--- src/rtl/ltc2333_conv_sequencer_if.sv ---
// LTC2333 conversion/readback pin bundle.
// master: cnv, scki, sdi out, busy in; slave: mirror.
interface ltc2333_conv_sequencer_if;
  logic cnv;
  logic scki;
  logic sdi;
  logic busy;

  modport master (
    output cnv,
    output scki,
    output sdi,
    input  busy
  );

  modport slave (
    input  cnv,
    input  scki,
    input  sdi,
    output busy
  );
endinterface

--- src/rtl/ltc2333_conv_sequencer.sv ---
// LTC2333 conversion sequencer: CNV, BUSY wait, SCKI frame, SDI word.
// Ports: clk, reset (async, high), enable, period, n_slot,
// slot_chan, slot_span, adc (cnv/scki/sdi/busy), slot_idx,
// frame_done, overrun, busy_tmo, running.
module ltc2333_conv_sequencer #(
  parameter int CLK_DIV    = 2,
  parameter int CNV_HIGH   = 4,
  parameter int BUSY_TMO   = 512,
  parameter int SCK_CYCLES = 12,
  parameter int N_SLOT     = 8
) (
  input  logic                clk,
  input  logic                reset,
  input  logic                enable,
  input  logic [15:0]         period,
  input  logic [2:0]          n_slot,
  input  logic [N_SLOT*3-1:0] slot_chan,
  input  logic [N_SLOT*3-1:0] slot_span,
  ltc2333_conv_sequencer_if.master adc,
  output logic [2:0]          slot_idx,
  output logic                frame_done,
  output logic                overrun,
  output logic                busy_tmo,
  output logic                running
);

  localparam int TMAX =
    (BUSY_TMO > CNV_HIGH) ? BUSY_TMO : CNV_HIGH;
  localparam int TW = $clog2(TMAX + 1);
  localparam int DW =
    (CLK_DIV > 1) ? $clog2(CLK_DIV) : 1;
  localparam int BW = $clog2(SCK_CYCLES + 1);

  localparam logic [TW-1:0] CNV_LAST = TW'(CNV_HIGH - 1);
  localparam logic [TW-1:0] TMO_LAST = TW'(BUSY_TMO - 1);
  localparam logic [TW-1:0] MIN_WAIT = TW'(2);
  localparam logic [DW-1:0] DIV_LAST = DW'(CLK_DIV - 1);
  localparam logic [BW-1:0] SCK_LAST = BW'(SCK_CYCLES - 1);

  typedef enum logic [2:0] {
    S_IDLE,
    S_CNV_HI,
    S_WAIT_BSY,
    S_SHIFT,
    S_GAP
  } state_t;

  state_t        state, state_d;
  logic [15:0]   cnt, cnt_d;
  logic [TW-1:0] tcnt, tcnt_d;
  logic [DW-1:0] dcnt, dcnt_d;
  logic [BW-1:0] bcnt, bcnt_d;
  logic          sck_q, sck_d;
  logic          cnv_q, cnv_d;
  logic [7:0]    sreg, sreg_d;
  logic [2:0]    ptr, ptr_d;
  logic [2:0]    slot_d;
  logic          fdone_d;
  logic          ovr_d;
  logic          tmo_d;
  logic          bs1, bs2;
  logic          start;
  logic          bsy_done;
  logic [2:0]    nxt;
  logic [7:0]    nxt_word;
  logic [15:0]   per_ld;

  // A pointer left beyond a shrunken list wraps at its next advance.
  assign nxt = (ptr >= n_slot) ? 3'd0 : ptr + 3'd1;

  assign nxt_word = {1'b1,
                     slot_chan[nxt*3 +: 3],
                     slot_span[nxt*3 +: 3],
                     1'b0};

  assign per_ld = (period == 16'd0) ? 16'd0
                                    : period - 16'd1;

  assign bsy_done = (tcnt >= MIN_WAIT) && !bs2;

  assign adc.cnv  = cnv_q;
  assign adc.scki = sck_q;
  assign adc.sdi  = sreg[7];
  assign running  = (state != S_IDLE);

  always_ff @(posedge clk or posedge reset) begin
    if (reset) begin
      bs1 <= 1'b0;
      bs2 <= 1'b0;
    end else begin
      bs1 <= adc.busy;
      bs2 <= bs1;
    end
  end

  always_ff @(posedge clk or posedge reset) begin
    if (reset) begin
      state      <= S_IDLE;
      cnt        <= '0;
      tcnt       <= '0;
      dcnt       <= '0;
      bcnt       <= '0;
      sck_q      <= 1'b0;
      cnv_q      <= 1'b0;
      sreg       <= '0;
      ptr        <= '0;
      slot_idx   <= '0;
      frame_done <= 1'b0;
      overrun    <= 1'b0;
      busy_tmo   <= 1'b0;
    end else begin
      state      <= state_d;
      cnt        <= cnt_d;
      tcnt       <= tcnt_d;
      dcnt       <= dcnt_d;
      bcnt       <= bcnt_d;
      sck_q      <= sck_d;
      cnv_q      <= cnv_d;
      sreg       <= sreg_d;
      ptr        <= ptr_d;
      slot_idx   <= slot_d;
      frame_done <= fdone_d;
      overrun    <= ovr_d;
      busy_tmo   <= tmo_d;
    end
  end

  always_comb begin
    state_d = state;
    cnt_d   = (cnt != 16'd0) ? cnt - 16'd1 : cnt;
    tcnt_d  = tcnt + 1'b1;
    dcnt_d  = dcnt;
    bcnt_d  = bcnt;
    sck_d   = sck_q;
    cnv_d   = cnv_q;
    sreg_d  = sreg;
    ptr_d   = ptr;
    slot_d  = slot_idx;
    fdone_d = 1'b0;
    ovr_d   = overrun;
    tmo_d   = busy_tmo;
    start   = 1'b0;

    unique case (state)
      S_IDLE: begin
        if (enable) start = 1'b1;
      end
      S_CNV_HI: begin
        if (tcnt == CNV_LAST) begin
          state_d = S_WAIT_BSY;
          cnv_d   = 1'b0;
          tcnt_d  = '0;
        end
      end
      S_WAIT_BSY: begin
        if (bsy_done || tcnt == TMO_LAST) begin
          if (!bsy_done) tmo_d = 1'b1;
          state_d = S_SHIFT;
          sreg_d  = nxt_word;
          sck_d   = 1'b0;
          dcnt_d  = '0;
          bcnt_d  = '0;
        end
      end
      S_SHIFT: begin
        if (dcnt == DIV_LAST) begin
          dcnt_d = '0;
          sck_d  = !sck_q;
          // Falling SCKI edge: next SDI bit or end of frame.
          if (sck_q) begin
            if (bcnt == SCK_LAST) begin
              state_d = S_GAP;
              sck_d   = 1'b0;
              sreg_d  = '0;
              fdone_d = 1'b1;
              ptr_d   = nxt;
            end else begin
              bcnt_d = bcnt + 1'b1;
              sreg_d = {sreg[6:0], 1'b0};
            end
          end
        end else begin
          dcnt_d = dcnt + 1'b1;
        end
      end
      S_GAP: begin
        if (cnt == 16'd0) begin
          if (enable) start   = 1'b1;
          else        state_d = S_IDLE;
        end
      end
      default: state_d = S_IDLE;
    endcase

    if (start) begin
      state_d = S_CNV_HI;
      cnt_d   = per_ld;
      cnv_d   = 1'b1;
      tcnt_d  = '0;
      slot_d  = ptr;
    end

    // Sample period expired while a frame was still in flight.
    if (cnt == 16'd0 &&
        (state == S_CNV_HI ||
         state == S_WAIT_BSY ||
         state == S_SHIFT))
      ovr_d = 1'b1;

    if (!enable) begin
      ovr_d = 1'b0;
      tmo_d = 1'b0;
    end
  end

endmodule

--- src/flat_wrapper.sv ---
// flat-port wrapper written by rule: the top's interface ports become plain ports
module ltc2333_conv_sequencer_flat 
#(
  parameter int CLK_DIV    = 2,
  parameter int CNV_HIGH   = 4,
  parameter int BUSY_TMO   = 512,
  parameter int SCK_CYCLES = 12,
  parameter int N_SLOT     = 8
)
  (clk, reset, enable, period, n_slot, slot_chan, slot_span, slot_idx, frame_done, overrun, busy_tmo, running, adc_cnv, adc_scki, adc_sdi, adc_busy);
  ltc2333_conv_sequencer_if adc_i ();
  input  logic clk;
  input  logic reset;
  input  logic enable;
  input  logic [15:0] period;
  input  logic [2:0] n_slot;
  input  logic [N_SLOT*3-1:0] slot_chan;
  input  logic [N_SLOT*3-1:0] slot_span;
  output logic [2:0] slot_idx;
  output logic frame_done;
  output logic overrun;
  output logic busy_tmo;
  output logic running;
  output wire logic [$bits(adc_i.cnv)-1:0] adc_cnv;
  output wire logic [$bits(adc_i.scki)-1:0] adc_scki;
  output wire logic [$bits(adc_i.sdi)-1:0] adc_sdi;
  input wire logic [$bits(adc_i.busy)-1:0] adc_busy;
  assign adc_cnv = adc_i.cnv;
  assign adc_scki = adc_i.scki;
  assign adc_sdi = adc_i.sdi;
  assign adc_i.busy = adc_busy;
  ltc2333_conv_sequencer #(.CLK_DIV(CLK_DIV), .CNV_HIGH(CNV_HIGH), .BUSY_TMO(BUSY_TMO), .SCK_CYCLES(SCK_CYCLES), .N_SLOT(N_SLOT)) u_core (.clk(clk), .reset(reset), .enable(enable), .period(period), .n_slot(n_slot), .slot_chan(slot_chan), .slot_span(slot_span), .adc(adc_i), .slot_idx(slot_idx), .frame_done(frame_done), .overrun(overrun), .busy_tmo(busy_tmo), .running(running));
endmodule
--- config.mk ---
export PLATFORM = sky130hd
export DESIGN_NAME = ltc2333_conv_sequencer_flat
export DESIGN_NICKNAME = d
export VERILOG_FILES = /design/src/rtl/ltc2333_conv_sequencer_if.sv /design/src/rtl/ltc2333_conv_sequencer.sv /design/src/flat_wrapper.sv
export SDC_FILE = /design/constraint.sdc
export NUM_CORES = 1
export LEC_CHECK = 0
export CORE_ASPECT_RATIO = 1.75
export CORE_UTILIZATION = 36
export CTS_CLUSTER_SIZE = 25
export DETAILED_ROUTE_END_ITERATION = 10
export DONT_BUFFER_PORTS = 1
export PLACE_DENSITY_LB_ADDON = 0.12
export SLEW_MARGIN = 20
export SYNTH_ARGS = -nofsm -noshare
export SYNTH_HDL_FRONTEND = slang
export SYNTH_SLANG_ARGS = --single-unit
--- constraint.sdc ---
create_clock -name clk -period 6.3 [get_ports clk]
set_input_delay 1.575 -clock clk [delete_from_list [all_inputs] [get_ports clk]]
set_output_delay 1.575 -clock clk [all_outputs]
set_load 0.05 [all_outputs]
# Word level (Yosys, flattened, before mapping)
# Index checks and enable logic that the tools add are counted.
# totals
register_bits,55
# classes
addsub,6
n_mul,1
magnitude_cmp,2
eq_ne,23
shifts,2
muxes,49
reduce_logical,24
# op_table
op,n
$mux W16,3
$shiftx A24 B6 Y3,2
$logic_not A16 Y1,2
$mux W8,4
$sub A16 B1 Y16 const B,2
$mux W10,3
$mux W3,9
$mux W1,20
$ne A3 B1 Y1 const B,6
$mux W4,4
$pmux W8 S2,1
$reduce_bool A16 Y1,1
$pmux W3 S5,1
$ne A2 B1 Y1 const B,7
$add A10 B1 Y10 const B,1
$eq A10 B2 Y1 const B,1
$eq A10 B9 Y1 const B,1
$ge A10 B2 Y1 const B,1
$pmux W4 S2,1
$reduce_and A4 Y1,2
$reduce_and A8 Y1,1
$reduce_bool A2 Y1,4
$eq A3 B2 Y1 const B,2
$pmux W1 S2,3
18 further kinds,25

# Logic depth before layout (Yosys ltp)
# logic_depth
word_depth,6
depth_mapped,8
depth_no_buf,7

# Worst setup path before layout
# No wires, ideal clock.
# synth_path
path_type,in2reg
from,input port period[0]
to,register u_core.cnt[14]
setup_time_ns,0.087
t_arrival_ns,3.159
path_slack_ns,3.055
cell_stages,7
n_path_buf,0
path_cell_list,inv_1 > ha_1 > or4b_4 > nor4_4 > nand2_1 > mux2_2 > a211oi_2
# synth_between
elab_chain_cells,3
word_cells_on_any_way,4
# synth_lines
item,line_no,rtl
start: declaration,flat_wrapper.sv:15,input logic [15:0] period;
$sub A16 B1 Y16 / $logic_not A16 Y1 (equally long branches),"ltc2333_conv_sequencer.sv:77, ltc2333_conv_sequencer.sv:76",
$mux W16 *,ltc2333_conv_sequencer.sv:76,assign per_ld = (period == 16'd0) ? 16'd0
$mux W16 *,ltc2333_conv_sequencer.sv:195,if (start) begin
end signal: assignment,ltc2333_conv_sequencer.sv:113,cnt <= cnt_d;
end: declaration,ltc2333_conv_sequencer.sv:49,"logic [15:0] cnt, cnt_d;"
# Every way passes the cells marked *; elsewhere a longest branch is shown, timed or not.
# A chain may end at the register's enable or synchronous reset.

# Worst setup path in the final report
# layout_path
from,input port period[0]
to,register u_core.cnt[1]
# The elaborated chain is that of the path after synthesis.

==> impl_metrics.py <==
metrics = {
    "detailed_routing": {
        "drt_first_pass_iters": 5,
        "detail-route-antenna-nets": 0,
        "drcViolationCount": 0,
        "drt_iter0_drc": 154,
        "routed_wl_um": 8770,
        "via_count": 2971,
        "routedWlPerCell_um": 16.7,
        "highest-signal-layer": "met4",
        "avgViaCountPerCell": 5.66,
        "met1_length_um": 3360,
        "wl_met2_um": 4860,
        "wl_met3_um": 403,
    },
    "power": {
        "vdd_drop_max_mv": 0.109,
        "power_density_nw_per_um2": 233,
        "power.leakage_nw": 1.59,
    },
    "grt": {
        "track_usage_pct": 17.3,
        "grt-ovfl-total": 0,
        "antenna_found_initial": 0,
        "grt_pass1_vias": 3076,
        "grt_max_degree": 55,
        "grt_pass1_wl_um": 14400,
    },
    "timing": {
        "slew-limit-headroom_pct": 38.2,
        "tightest_slew_ps": 923,
        "period_share_pct": 52.9,
        "setup_tns_ps": 0,
        "setup_violations": 0,
        "fmax_ghz": 0.300,
        "fin_worst_skew_ps": 7.81,
        "fin_crit_ps": 3330,
        "rsz0062_at_grt": "false",
        "hold_violations": 0,
        "final_max_slew_viol_count": 0,
    },
    "synth": {
        "synth_area_per_cell_um2": 9.14,
        "ys.flop_type": "dfrtp_1",
        "synth.cell_area_um2": 3710,
        "ys_ff_latch": 54,
        "synth-edff-count": 0,
        "synth.distinct_cells": 64,
        "syn_inst": 406,
        "ys_seq_area_share_pct": 36.4,
        "async_flop_share_pct": 100,
        "synth_fp_nets": 487,
        "yosys_warnings": 0,
    },
    "place": {
        "io_buffers": 0,
        "place_area_um2": 3790,
        "place.gp.congestion": 0.799,
        "dp_hpwl_um": 6770,
        "placed_cells": 517,
    },
    "critical_path": {
        "arrival_ps": 3480,
        "r2r-start": "u_core.ptr[0]",
        "path_max_fanout": 12,
        "crit_required_ps": 6450,
        "cp-startpoint": "period[0]",
        "worst_setup_path_start_kind": "input port",
        "worst-setup-path-type": "input port to flip-flop",
        "worstSetupEndpointType": "flip-flop",
    },
    "clock_tree": {
        "clk_path_buf_depth": 2,
        "cts_buffers": 5,
        "htreeDepth": 2,
        "tritoncts": "yes",
        "post_cts_buffers": 0,
        "path_clk_slew_ps": 70,
        "clkLatencyLatePin_ps": 300,
        "clock-sinks": 54,
        "cts_root_buffer": "clkbuf_16",
        "hold_buffers": 0,
        "cts_resized": 0,
    },
    "finish": {
        "num_antenna_cells": 0,
        "drive_gt1_share_pct": 10.0,
        "finalNonFillerCells": 525,
        "register_area_um2": 1350,
        "area_delta_synth_final_pct": 6.27,
        "nFillCells": 1037,
        "final_nets": 480,
        "design_area_um2": 3940,
        "multi_input_area_um2": 2200,
        "utilization_pct": 39.6,
    },
    "floorplanning": {
        "start_util_pct": 37.2,
        "die_width_um": 78.8,
        "core_um2": 9970,
        "row_count": 48,
        "io_pins": 81,
        "dieArea_um2": 10700,
        "die_h_um": 136,
    },
    "job": {
        "cap_violations": 0,
    },
    "worst_hold_path": {
        "holdCritPathClass": "flip-flop to flip-flop",
        "hp-start": "u_core.bs1",
    },
    "outcome": {
        "status": "complete, no violations",
    },
}
cell usage in the layout, fill, tap and decap left out, types with 6 or more instances in the layout:
cell and count:
o21ai_0 20, nand3_1 13, or3_1 6, mux4_2 6, xnor2_1 8, nor4_1 10
mux2_2 9, a21oi_1 23, nor2_1 41, ha_1 10, mux2i_1 9, inv_1 16
nor3_1 9, a211oi_1 7, xor2_1 21, nand2_1 42, dfrtp_1 54
final timing paths:
kind / cells past startpoint / end / slack [ps]
worst max-delay path: 7 / u_core.cnt[1] / 2970
worst min-delay path: 0 / u_core.bs2 / 360
worst max register to register: 7 / u_core.sreg[6] / 2990
worst min register to register: 0 / u_core.bs2 / 360
max in group asynchronous: 2 / u_core.frame_done / 4480
min in group asynchronous: 2 / u_core.tcnt[1] / 1350
Yosys cell counts, types with 3 or more instances:
cell | n | area (um2)
or4_1 | 3 | 22.5
o21ai_0 | 20 | 100
o31a_1 | 4 | 35.0
a21oi_1 | 23 | 115
a211oi_1 | 7 | 52.6
o2111ai_1 | 5 | 43.8
buf_2 | 6 | 30.0
nand2_1 | 42 | 158
or3_1 | 6 | 37.5
o21a_1 | 4 | 30.0
xor2_1 | 21 | 184
nand4_1 | 5 | 31.3
mux4_2 | 6 | 135
nor4_1 | 10 | 62.6
o221ai_1 | 5 | 43.8
mux2i_1 | 9 | 90.1
nor2b_1 | 3 | 18.8
nor3b_1 | 3 | 22.5
inv_1 | 17 | 63.8
dfrtp_1 | 54 | 1350
xnor2_1 | 8 | 70.1
and3_1 | 4 | 25.0
ha_1 | 10 | 125
mux2_2 | 9 | 101
nor2_1 | 41 | 154
a31oi_1 | 5 | 31.3
nand3_1 | 13 | 65.1
nor3_1 | 10 | 50.1
clkbuf_1 | 7 | 26.3
nand2b_1 | 5 | 31.3
metrics by stage:
step | hold slack (ps) | setup WS (ps) | power (W)
3_5_place_dp | 341 | 2640 | 0.000642
6_report | 355 | 2970 | 0.000918
3_3_place_gp | 339 | 2740 | 0.000640
5_1_grt | 371 | 2560 | 0.000976
4_1_cts | 358 | 2900 | 0.000932
2_1_floorplan | 331 | 3050 | 0.000595
critical path, cell delays in order:
cell       delay, ps
inv_1             50
ha_1             200
or4b_4           530
nor4_4           350
nand2_1          310
a31o_2           330
a2bb2oi_1        130
cell type report:
type,instances,area share [%]
multi-input combinational,318,55.8
sequential,54,34.3
tap,125,3.97
clock buffer,6,3.52
inverter,18,1.71
timing repair buffer,2,0.381
clock inverter,2,0.317
report_power, final:
group / internal [W] / switching (W)
clock: 0.000158 / 0.000126
combinational: 0.0000877 / 0.000101
sequential: 0.000390 / 0.0000571
total: 0.000635 / 0.000283
registers in the layout, summed over array words and instances, names as in the netlist, 3 cells and up:
| name | flops |
|---|---|
| u_core.bcnt | 4 |
| u_core.cnt | 16 |
| u_core.ptr | 3 |
| u_core.slot_idx | 3 |
| u_core.sreg | 7 |
| u_core.state | 3 |
| u_core.tcnt | 10 |
cells by family after synthesis:
| group | count (synthesis) | share of synthesized area (%) |
|---|---|---|
| compound gates | 93 | 17.1 |
| xor+xnor | 29 | 6.84 |
| fa+ha+maj | 10 | 3.37 |
| buf+inv | 34 | 4.38 |
| flops | 54 | 36.4 |
| mux | 24 | 8.80 |
| simple gates | 162 | 23.1 |
per-layer routing:
layer	track usage, %	up-vias
met5	0	-
met4	5.97	0
met3	3.15	10
met2	34.3	85
met1	17.5	1405
li1	-	1471
No activity file was read; power rests on OpenSTA's default activity.
